File: src/rtl/noc_arb_pkg.sv
// Shared types and constants for the NoC output-port arbiters.
// Port indices follow router order N, S, W, E, L.
package noc_arb_pkg;

    typedef enum logic {
        ARB_IDLE   = 1'b0,
        ARB_LOCKED = 1'b1
    } arb_state_t;

    localparam int PORT_N = 0;
    localparam int PORT_S = 1;
    localparam int PORT_W = 2;
    localparam int PORT_E = 3;
    localparam int PORT_L = 4;

    localparam int DEF_ADDR_W = 3;

    // Next index after idx, wrapping back to 0 past n-1.
    function automatic int wrap_inc(input int idx, input int n);
        return (idx + 1 >= n) ? 0 : idx + 1;
    endfunction

endpackage

File: src/rtl/rr_pick.sv
// Rotating find-first: picks the first set req bit at or after ptr,
// wrapping modulo N, and reports it as one-hot and binary.
module rr_pick #(
    parameter int N = 5,
    parameter int W = $clog2(N)
) (
    input  logic [N-1:0] req,
    input  logic [W-1:0] ptr,
    output logic [N-1:0] onehot,
    output logic [W-1:0] idx,
    output logic         any
);

    // Walk N positions starting at ptr; the first hit wins.
    always_comb begin
        int   k;
        logic found;
        k      = 0;
        found  = 1'b0;
        onehot = '0;
        idx    = '0;
        for (int i = 0; i < N; i++) begin
            k = int'(ptr) + i;
            if (k >= N) k = k - N;
            if (!found && req[k]) begin
                found     = 1'b1;
                onehot[k] = 1'b1;
                idx       = W'(k);
            end
        end
        any = |req;
    end

endmodule

File: src/rtl/rr_output_arbiter.sv
// Round-robin, packet-locked arbiter for one router output port.
// A grant holds until the tail flit fires or MAX_HOLD cycles elapse.
module rr_output_arbiter
    import noc_arb_pkg::*;
#(
    parameter int NUM_IN   = 5,
    parameter int ADDR_W   = DEF_ADDR_W,
    parameter int PORT_ID  = 1,
    parameter int MAX_HOLD = 16,
    localparam int IDX_W   = $clog2(NUM_IN),
    localparam int CNT_W   = $clog2(MAX_HOLD + 1)
) (
    input  logic                     clk,
    input  logic                     reset,
    input  logic [NUM_IN*ADDR_W-1:0] nexthop_addr_i,
    input  logic [NUM_IN-1:0]        valid_i,
    input  logic [NUM_IN-1:0]        tail_i,
    input  logic                     ready_i,
    output logic [NUM_IN-1:0]        grant_o,
    output logic [IDX_W-1:0]         grant_idx_o,
    output logic                     grant_valid_o,
    output logic                     fire_o,
    output logic                     timeout_o
);

    arb_state_t        state;
    logic [IDX_W-1:0]  ptr;
    logic [CNT_W-1:0]  hold_cnt;
    logic [NUM_IN-1:0] req;
    logic [NUM_IN-1:0] pick_onehot;
    logic [IDX_W-1:0]  pick_idx;
    logic              pick_any;
    logic              tail_fire;
    logic              hold_max;
    logic              release_now;

    // Requests aimed at this port; the U-turn input never competes.
    for (genvar k = 0; k < NUM_IN; k++) begin : g_req
        assign req[k] = valid_i[k]
            & (nexthop_addr_i[k*ADDR_W +: ADDR_W] == ADDR_W'(PORT_ID))
            & (k != PORT_ID);
    end

    rr_pick #(
        .N (NUM_IN),
        .W (IDX_W)
    ) u_pick (
        .req    (req),
        .ptr    (ptr),
        .onehot (pick_onehot),
        .idx    (pick_idx),
        .any    (pick_any)
    );

    // Transfer, tail-release and forced-release conditions.
    always_comb begin
        fire_o = grant_valid_o & valid_i[grant_idx_o] & ready_i;
        tail_fire = fire_o & tail_i[grant_idx_o];
        hold_max = (hold_cnt == CNT_W'(MAX_HOLD - 1));
        timeout_o = (state == ARB_LOCKED) & hold_max & ~tail_fire;
        release_now = tail_fire | timeout_o;
    end

    // Arbitration FSM: grab a winner in IDLE, hold it until release.
    always_ff @(posedge clk or negedge reset) begin
        if (!reset) begin
            state         <= ARB_IDLE;
            ptr           <= '0;
            hold_cnt      <= '0;
            grant_o       <= '0;
            grant_idx_o   <= '0;
            grant_valid_o <= 1'b0;
        end else begin
            unique case (state)
                ARB_IDLE: begin
                    if (pick_any) begin
                        state         <= ARB_LOCKED;
                        grant_o       <= pick_onehot;
                        grant_idx_o   <= pick_idx;
                        grant_valid_o <= 1'b1;
                        hold_cnt      <= '0;
                    end
                end
                ARB_LOCKED: begin
                    if (release_now) begin
                        state         <= ARB_IDLE;
                        grant_o       <= '0;
                        grant_idx_o   <= '0;
                        grant_valid_o <= 1'b0;
                        hold_cnt      <= '0;
                        ptr <= IDX_W'(wrap_inc(int'(grant_idx_o), NUM_IN));
                    end else if (hold_cnt != CNT_W'(MAX_HOLD)) begin
                        hold_cnt <= hold_cnt + 1'b1;
                    end
                end
                default: state <= ARB_IDLE;
            endcase
        end
    end

endmodule

File: config.mk
export PLATFORM = sky130hd
export DESIGN_NAME = rr_output_arbiter
export DESIGN_NICKNAME = d
export VERILOG_FILES = /design/src/rtl/noc_arb_pkg.sv /design/src/rtl/rr_pick.sv /design/src/rtl/rr_output_arbiter.sv
export SDC_FILE = /design/constraint.sdc
export NUM_CORES = 1
export LEC_CHECK = 0
export ABC_AREA = 1
export BUFFER_PORTS_ARGS = -buffer_cell sky130_fd_sc_hd__buf_2
export CAP_MARGIN = 20
export CELL_PAD_IN_SITES_DETAIL_PLACEMENT = 2
export CELL_PAD_IN_SITES_GLOBAL_PLACEMENT = 2
export CORE_MARGIN = 2
export CORE_UTILIZATION = 32
export CTS_BUF_LIST = sky130_fd_sc_hd__clkbuf_8 sky130_fd_sc_hd__clkbuf_16
export CTS_CLUSTER_DIAMETER = 50
export DETAILED_ROUTE_END_ITERATION = 8
export HOLD_SLACK_MARGIN = 0.03
export PLACE_DENSITY = 0.88
export SYNTH_ARGS = -nofsm -noshare
export SYNTH_HDL_FRONTEND = slang
export SYNTH_SLANG_ARGS = --single-unit
File: constraint.sdc
create_clock -name clk -period 7.2 [get_ports clk]
set_input_delay 0.72 -clock clk [delete_from_list [all_inputs] [get_ports clk]]
set_output_delay 0.72 -clock clk [all_outputs]
set_load 0.1 [all_outputs]
# Yosys cells after proc, flatten, opt, wreduce, memory -nomap -nowiden

Cells that the tools add are included.

Flip-flop bits (word level): 18
Bits of input ports: 28
Output and inout bits: 11

$add $sub $neg: 11
$lt $le $gt $ge: 17
Equality and inequality tests: 9
Muxes and demuxes: 65
Bitwise logic cells: 16
Reductions and logical operators: 17

Operators by type and width:

| operator              | number |
|---|---|
| $ge 32x1->1 const B   | 5 |
| $lt 32x5->1 const B   | 5 |
| $mux 32               | 5 |
| $ge 32x4->1 const B   | 4 |
| $sub 32x4->32 const B | 4 |
| $mux 5                | 10 |
| $mux 1                | 25 |
| $mux 3                | 8 |
| $bmux 1 s3            | 7 |
| $or 5x5->5            | 4 |
| $pmux 5 s2            | 2 |
| $demux 1 s3           | 5 |
| $eq 3x1->1 const B    | 4 |
| $and 1x1->1           | 9 |
| $logic_and 1x1->1     | 9 |
| $add 3x1->4 const B   | 2 |
| $add 3x2->4 const B   | 2 |
| $pmux 3 s2            | 1 |
| $reduce_and 2->1      | 3 |
| $add 5x1->5 const B   | 1 |
| $eq 5x4->1 const B    | 1 |
| $ne 5x5->1 const B    | 1 |
| $add 3x3->4 const B   | 1 |
| $ge 4x3->1 const B    | 1 |
| 11 further kinds      | 16 |

# Logic depth before layout (Yosys ltp)

Word-level depth: 20
Gate-level depth with buffers: 21
Depth with buffers taken out: 19

# Cells and area by module

From an unflattened synthesis, not the netlist that was laid out.

Cell total of the unflattened synthesis: 433
Area, all modules: 2667.6 um2

Modules (own cells, without submodules):

| module            | instances | cells each | area an instance (um2) | seq. area each (um2) |
|---|---|---|---|---|
| rr_pick           | 1         | 281        | 1577.8                 | 0.0 |
| rr_output_arbiter | 1         | 152        | 1089.8                 | 450.4 |

# Worst setup path before layout

Ideal clock, no wire load.

Path type: register to output
From: reg grant_idx_o[0]
To: out timeout_o
Arrival: 3.626 ns
Path slack: 2.854 ns
Cell stages (with the launch flop): 10
Path buffers: 0
Path through: dfrtp_1 -> nor2_1 -> nor2_1 -> o21ai_0 -> o21ai_0 -> nand2_1 -> a21oi_1 -> nand2_1 -> nand3_1 -> inv_1

Word-level cells in the longest chain between the ends: 7

Ends and longest elaborated chain:

| what                         | RTL line                | source |
|---|---|---|
| start, declared              | rr_output_arbiter.sv:20 | `output logic [IDX_W-1:0] grant_idx_o,` |
| start signal, assigned       | rr_output_arbiter.sv:79 | `grant_idx_o <= pick_idx;` |
| $bmux 1 s3                   | rr_output_arbiter.sv:57 | `fire_o = grant_valid_o & valid_i[grant_idx_o] & ready_i;` |
| $mux 1 (implied by the code) | rr_output_arbiter.sv:57 |  |
| $and 1x1->1 (2 in series)    | rr_output_arbiter.sv:57 |  |
| named net fire_o             | rr_output_arbiter.sv:22 | `output logic fire_o,` |
| $and 1x1->1                  | rr_output_arbiter.sv:58 | `tail_fire = fire_o & tail_i[grant_idx_o];` |
| $not 1->1                    | rr_output_arbiter.sv:60 | `timeout_o = (state == ARB_LOCKED) & hold_max & ~tail_fire;` |
| $and 1x1->1                  | rr_output_arbiter.sv:60 |  |
| end, declared                | rr_output_arbiter.sv:23 | `output logic timeout_o` |

The timed path passes the listed nets, and every way through them passes these cells. The select of a mux whose other input is x is not followed.

# Worst setup path in the final report

From: reg ptr[0]
To: reg grant_idx_o[0]

Word-level cells in the longest chain between the ends: 20

Ends and longest elaborated chain:

| what                                                   | RTL line                | source |
|---|---|---|
| start, declared                                        | rr_output_arbiter.sv:27 | `logic [IDX_W-1:0] ptr;` |
| start signal, assigned                                 | rr_output_arbiter.sv:91 | `ptr <= IDX_W'(wrap_inc(int'(grant_idx_o), NUM_IN));` |
| branches (longest 17 deep; another with $sub 32x4->32) | --                      |  |
| $mux 3 (*)                                             | rr_pick.sv:25           | `if (!found && req[k]) begin` |
| $mux 3 (*)                                             | rr_output_arbiter.sv:76 | `if (pick_any) begin` |
| $pmux 3 s2 (*)                                         | rr_output_arbiter.sv:74 | `unique case (state)` |

Mark *: on every way between the ends. The select of a mux whose other input is x is not followed.
A chain may end at the register's enable or synchronous reset.

==> results.py <==
metrics = {
    "timing": {
        "tns_ns": 0,
        "fin_crit_ns": 3.982,
        "worst-slew-pin-transition_ns": 0.7040,
        "slew_headroom_pct": 53.06,
        "worst_slack_ns": 3.218,
        "hold_violations": 0,
        "finClkSkew_ns": 0.005855,
        "finalSetupViolations": 0,
        "period_share_pct": 55.30,
        "maxSlewViolCount": 0,
        "rsz0062_at_grt": "false",
        "timing.fmax_mhz": 251.2,
    },
    "floorplan": {
        "core-area_mm2": 0.007687,
        "die_x_um": 92.94,
        "io_pins": 39,
        "start_util_pct": 32.93,
        "die-area_mm2": 0.008637,
        "rows": 32,
        "die_h_um": 92.94,
    },
    "critical_path": {
        "crit_path_end_kind": "flop",
        "path_cells": "inv_2 > ha_1 > ha_1 > nand2_1 > nand4_1 > nand2_1 > nand2_1 > nor2_1 > nand2_1 > nand3_2 > nand2_1 > nor2_4 > nand2_1 > nand2_1 > inv_1 > nand2_1 > nand2_1",
        "cp.arrival_ns": 4.15,
        "cp_max_fo": 17,
        "cp_slowest_cell": "dfrtp_1",
        "cp_top_family": "simple AND/OR/NAND/NOR gates",
        "crit_type": "reg2reg",
        "crit_start": "ptr[0]$_DFFE_PN0P_",
        "critPathLaunchType": "flop",
        "path_common_cell": "nand2_1",
        "critPathMaxStageDelay_ns": 0.80,
        "crit_required_ns": 7.36,
        "crit_buf_inv": 2,
        "reg2reg_from": "ptr[0]$_DFFE_PN0P_",
    },
    "grt": {
        "grt_pass1_wl_mm": 17.87,
        "grt_overflow": 0,
        "busiest_layer": "met2",
        "grt_use_met3_pct": 2.929,
        "grt_antenna_before_repair": 0,
        "grt_usage_pct": 26.81,
        "grtUsageMet2_pct": 50.72,
        "met1_usage_pct": 29.79,
        "grt_max_degree": 19,
        "grt_pass1_vias": 3503,
    },
    "final_layout": {
        "area_growth_pct": 12.51,
        "num-nets-final": 518,
        "antennaDiodeCount": 0,
        "fin_util_pct": 37.04,
        "drive_gt1_share_pct": 11.90,
        "fin_area_mm2": 0.002848,
    },
    "synthesis": {
        "synth_area_leaders": "nand2_1, dfrtp_1, ha_1",
        "synth.avg_cell_area_um2": 5.886,
        "synth_enable_flop_cells": 0,
        "ys_async_sr_fraction_pct": 100.0,
        "ys_top_cells_by_count": "nand2_1, nand3_1, inv_1",
        "yosysMostFrequentCell": "nand2_1",
        "netlist_area_mm2": 0.002531,
        "synthFlopType": "dfrtp_1",
        "synth.yosys.seq_area_share_pct": 17.80,
        "syn_inst": 430,
        "ys_warn_count": 0,
        "yosysTopAreaCell": "nand2_1",
        "synth_top_area_share_pct": 22.84,
        "syn-num-nets": 485,
        "postSynthRegisterBits": 18,
        "yosysUniqueCellTypes": 31,
    },
    "clocking": {
        "clock_sinks": 18,
        "htreeDepth": 1,
        "ctsRootBufferMaster": "clkbuf_8",
        "cts.path.max_buffers": 2,
        "cts-resized-gates": 0,
        "clk_latency_ns": 0.28,
        "clk_pin_slew_ns": 0.08,
        "cts_setup_buffers": 0,
        "cts_tree": "built",
        "cts_buffers": 3,
        "holdBufCountCts": 0,
    },
    "route": {
        "via_per_inst": 5.355,
        "wl_mm": 10.90,
        "drt-initial-drc-count": 130,
        "vias": 3020,
        "wl_per_cell_um": 19.32,
        "ant_nets": 0,
        "drc_errors": 0,
        "drtPass1Iterations": 4,
    },
    "place": {
        "dpl_worst_slack_ns": 3.468,
        "gp_congestion": 0.7987,
        "placed_area_mm2": 0.002793,
        "portBuffers": 35,
        "dp_hpwl_mm": 8.415,
    },
    "run_status": {
        "outcome": "finished, final reports clean",
    },
    "run": {
        "drv_cap": 0,
    },
    "hold_path": {
        "hold_path_class": "in2async",
    },
}
[worst register-to-register path, cell delays in order, from the launching register on]
cell     delay (ns)
dfrtp_1        0.80
inv_2          0.29
ha_1           0.36
ha_1           0.47
nand2_1        0.23
nand4_1        0.27
nand2_1        0.17
nand2_1        0.17
nor2_1         0.21
nand2_1        0.11
nand3_2        0.15
nand2_1        0.11
nor2_4         0.18
nand2_1        0.08
nand2_1        0.08
inv_1          0.06
nand2_1        0.07
nand2_1        0.06
[metrics by stage]
step | hold WS, ns | instances
floorplan | 0.4244 | 430
global placement | 0.4627 | 560
detailed placement | 0.4936 | 560
CTS | 0.3871 | 564
global route | 0.4003 | 564
finish | 0.3742 | 564
[registers in the layout (all words and copies together), names as in the netlist]
signal,cells
grant_idx_o,3
state,1
ptr,3
grant_o,5
hold_cnt,5
grant_valid_o,1
[cell type report]
type                    count  area, µm²
multi-input cells         353       1844
clock buffers               4      55.05
repair buffers             35      175.2
flip-flops and latches     18      450.4
well taps                 102      127.6
fillers                   981       4840
inverters                  52      195.2
[cell families (layout without fill, tap and decap cells)]
kind of cell	Yosys count	after routing	share of synthesized area, %
simple gates	283	283	49.48
buf+inv	59	91	9.342
compound gates	38	38	8.009
fa+ha+maj	27	27	13.64
flops	18	18	17.80
xor+xnor	5	5	1.730
[final timing paths]
| path | endpoint | slack [ns] | cells after the start |
|---|---|---|---|
| max | grant_idx_o[0]$_DFFE_PN0P_ | 3.22 | 17 |
| min | hold_cnt[1]$_DFFE_PN0P_ | 0.37 | 1 |
| max reg2reg | grant_idx_o[0]$_DFFE_PN0P_ | 3.22 | 17 |
| min reg2reg | grant_o[2]$_DFFE_PN0P_ | 0.50 | 2 |
| max in group asynchronous | ptr[1]$_DFFE_PN0P_ | 6.51 | 1 |
| min in group clk | grant_o[2]$_DFFE_PN0P_ | 0.50 | 2 |
[metal layers]
layer  wire (µm)  share of wire (%)
met5           0                  0
met1        4510                 41
met4         376                3.5
met2        5629                 52
met3         378                3.5
[cell usage in the layout (no fill, tap or decap), drive strengths merged]
master and count:
o22ai 1, a32o 1, a21oi 11, nand3b 2
nor2 42, nand4 11, clkbuf 4, ha 26
nand2 156, fa 1, clkinv 1, buf 35
o31ai 1, nor4 1, o21ai 24, xor2 3
inv 51, xnor2 2, nand3 62, and3 1
nor3 8, dfrtp 18
Power is not shown: default switching activity piles up to over one toggle a cycle in this logic, so the estimate is an artifact.
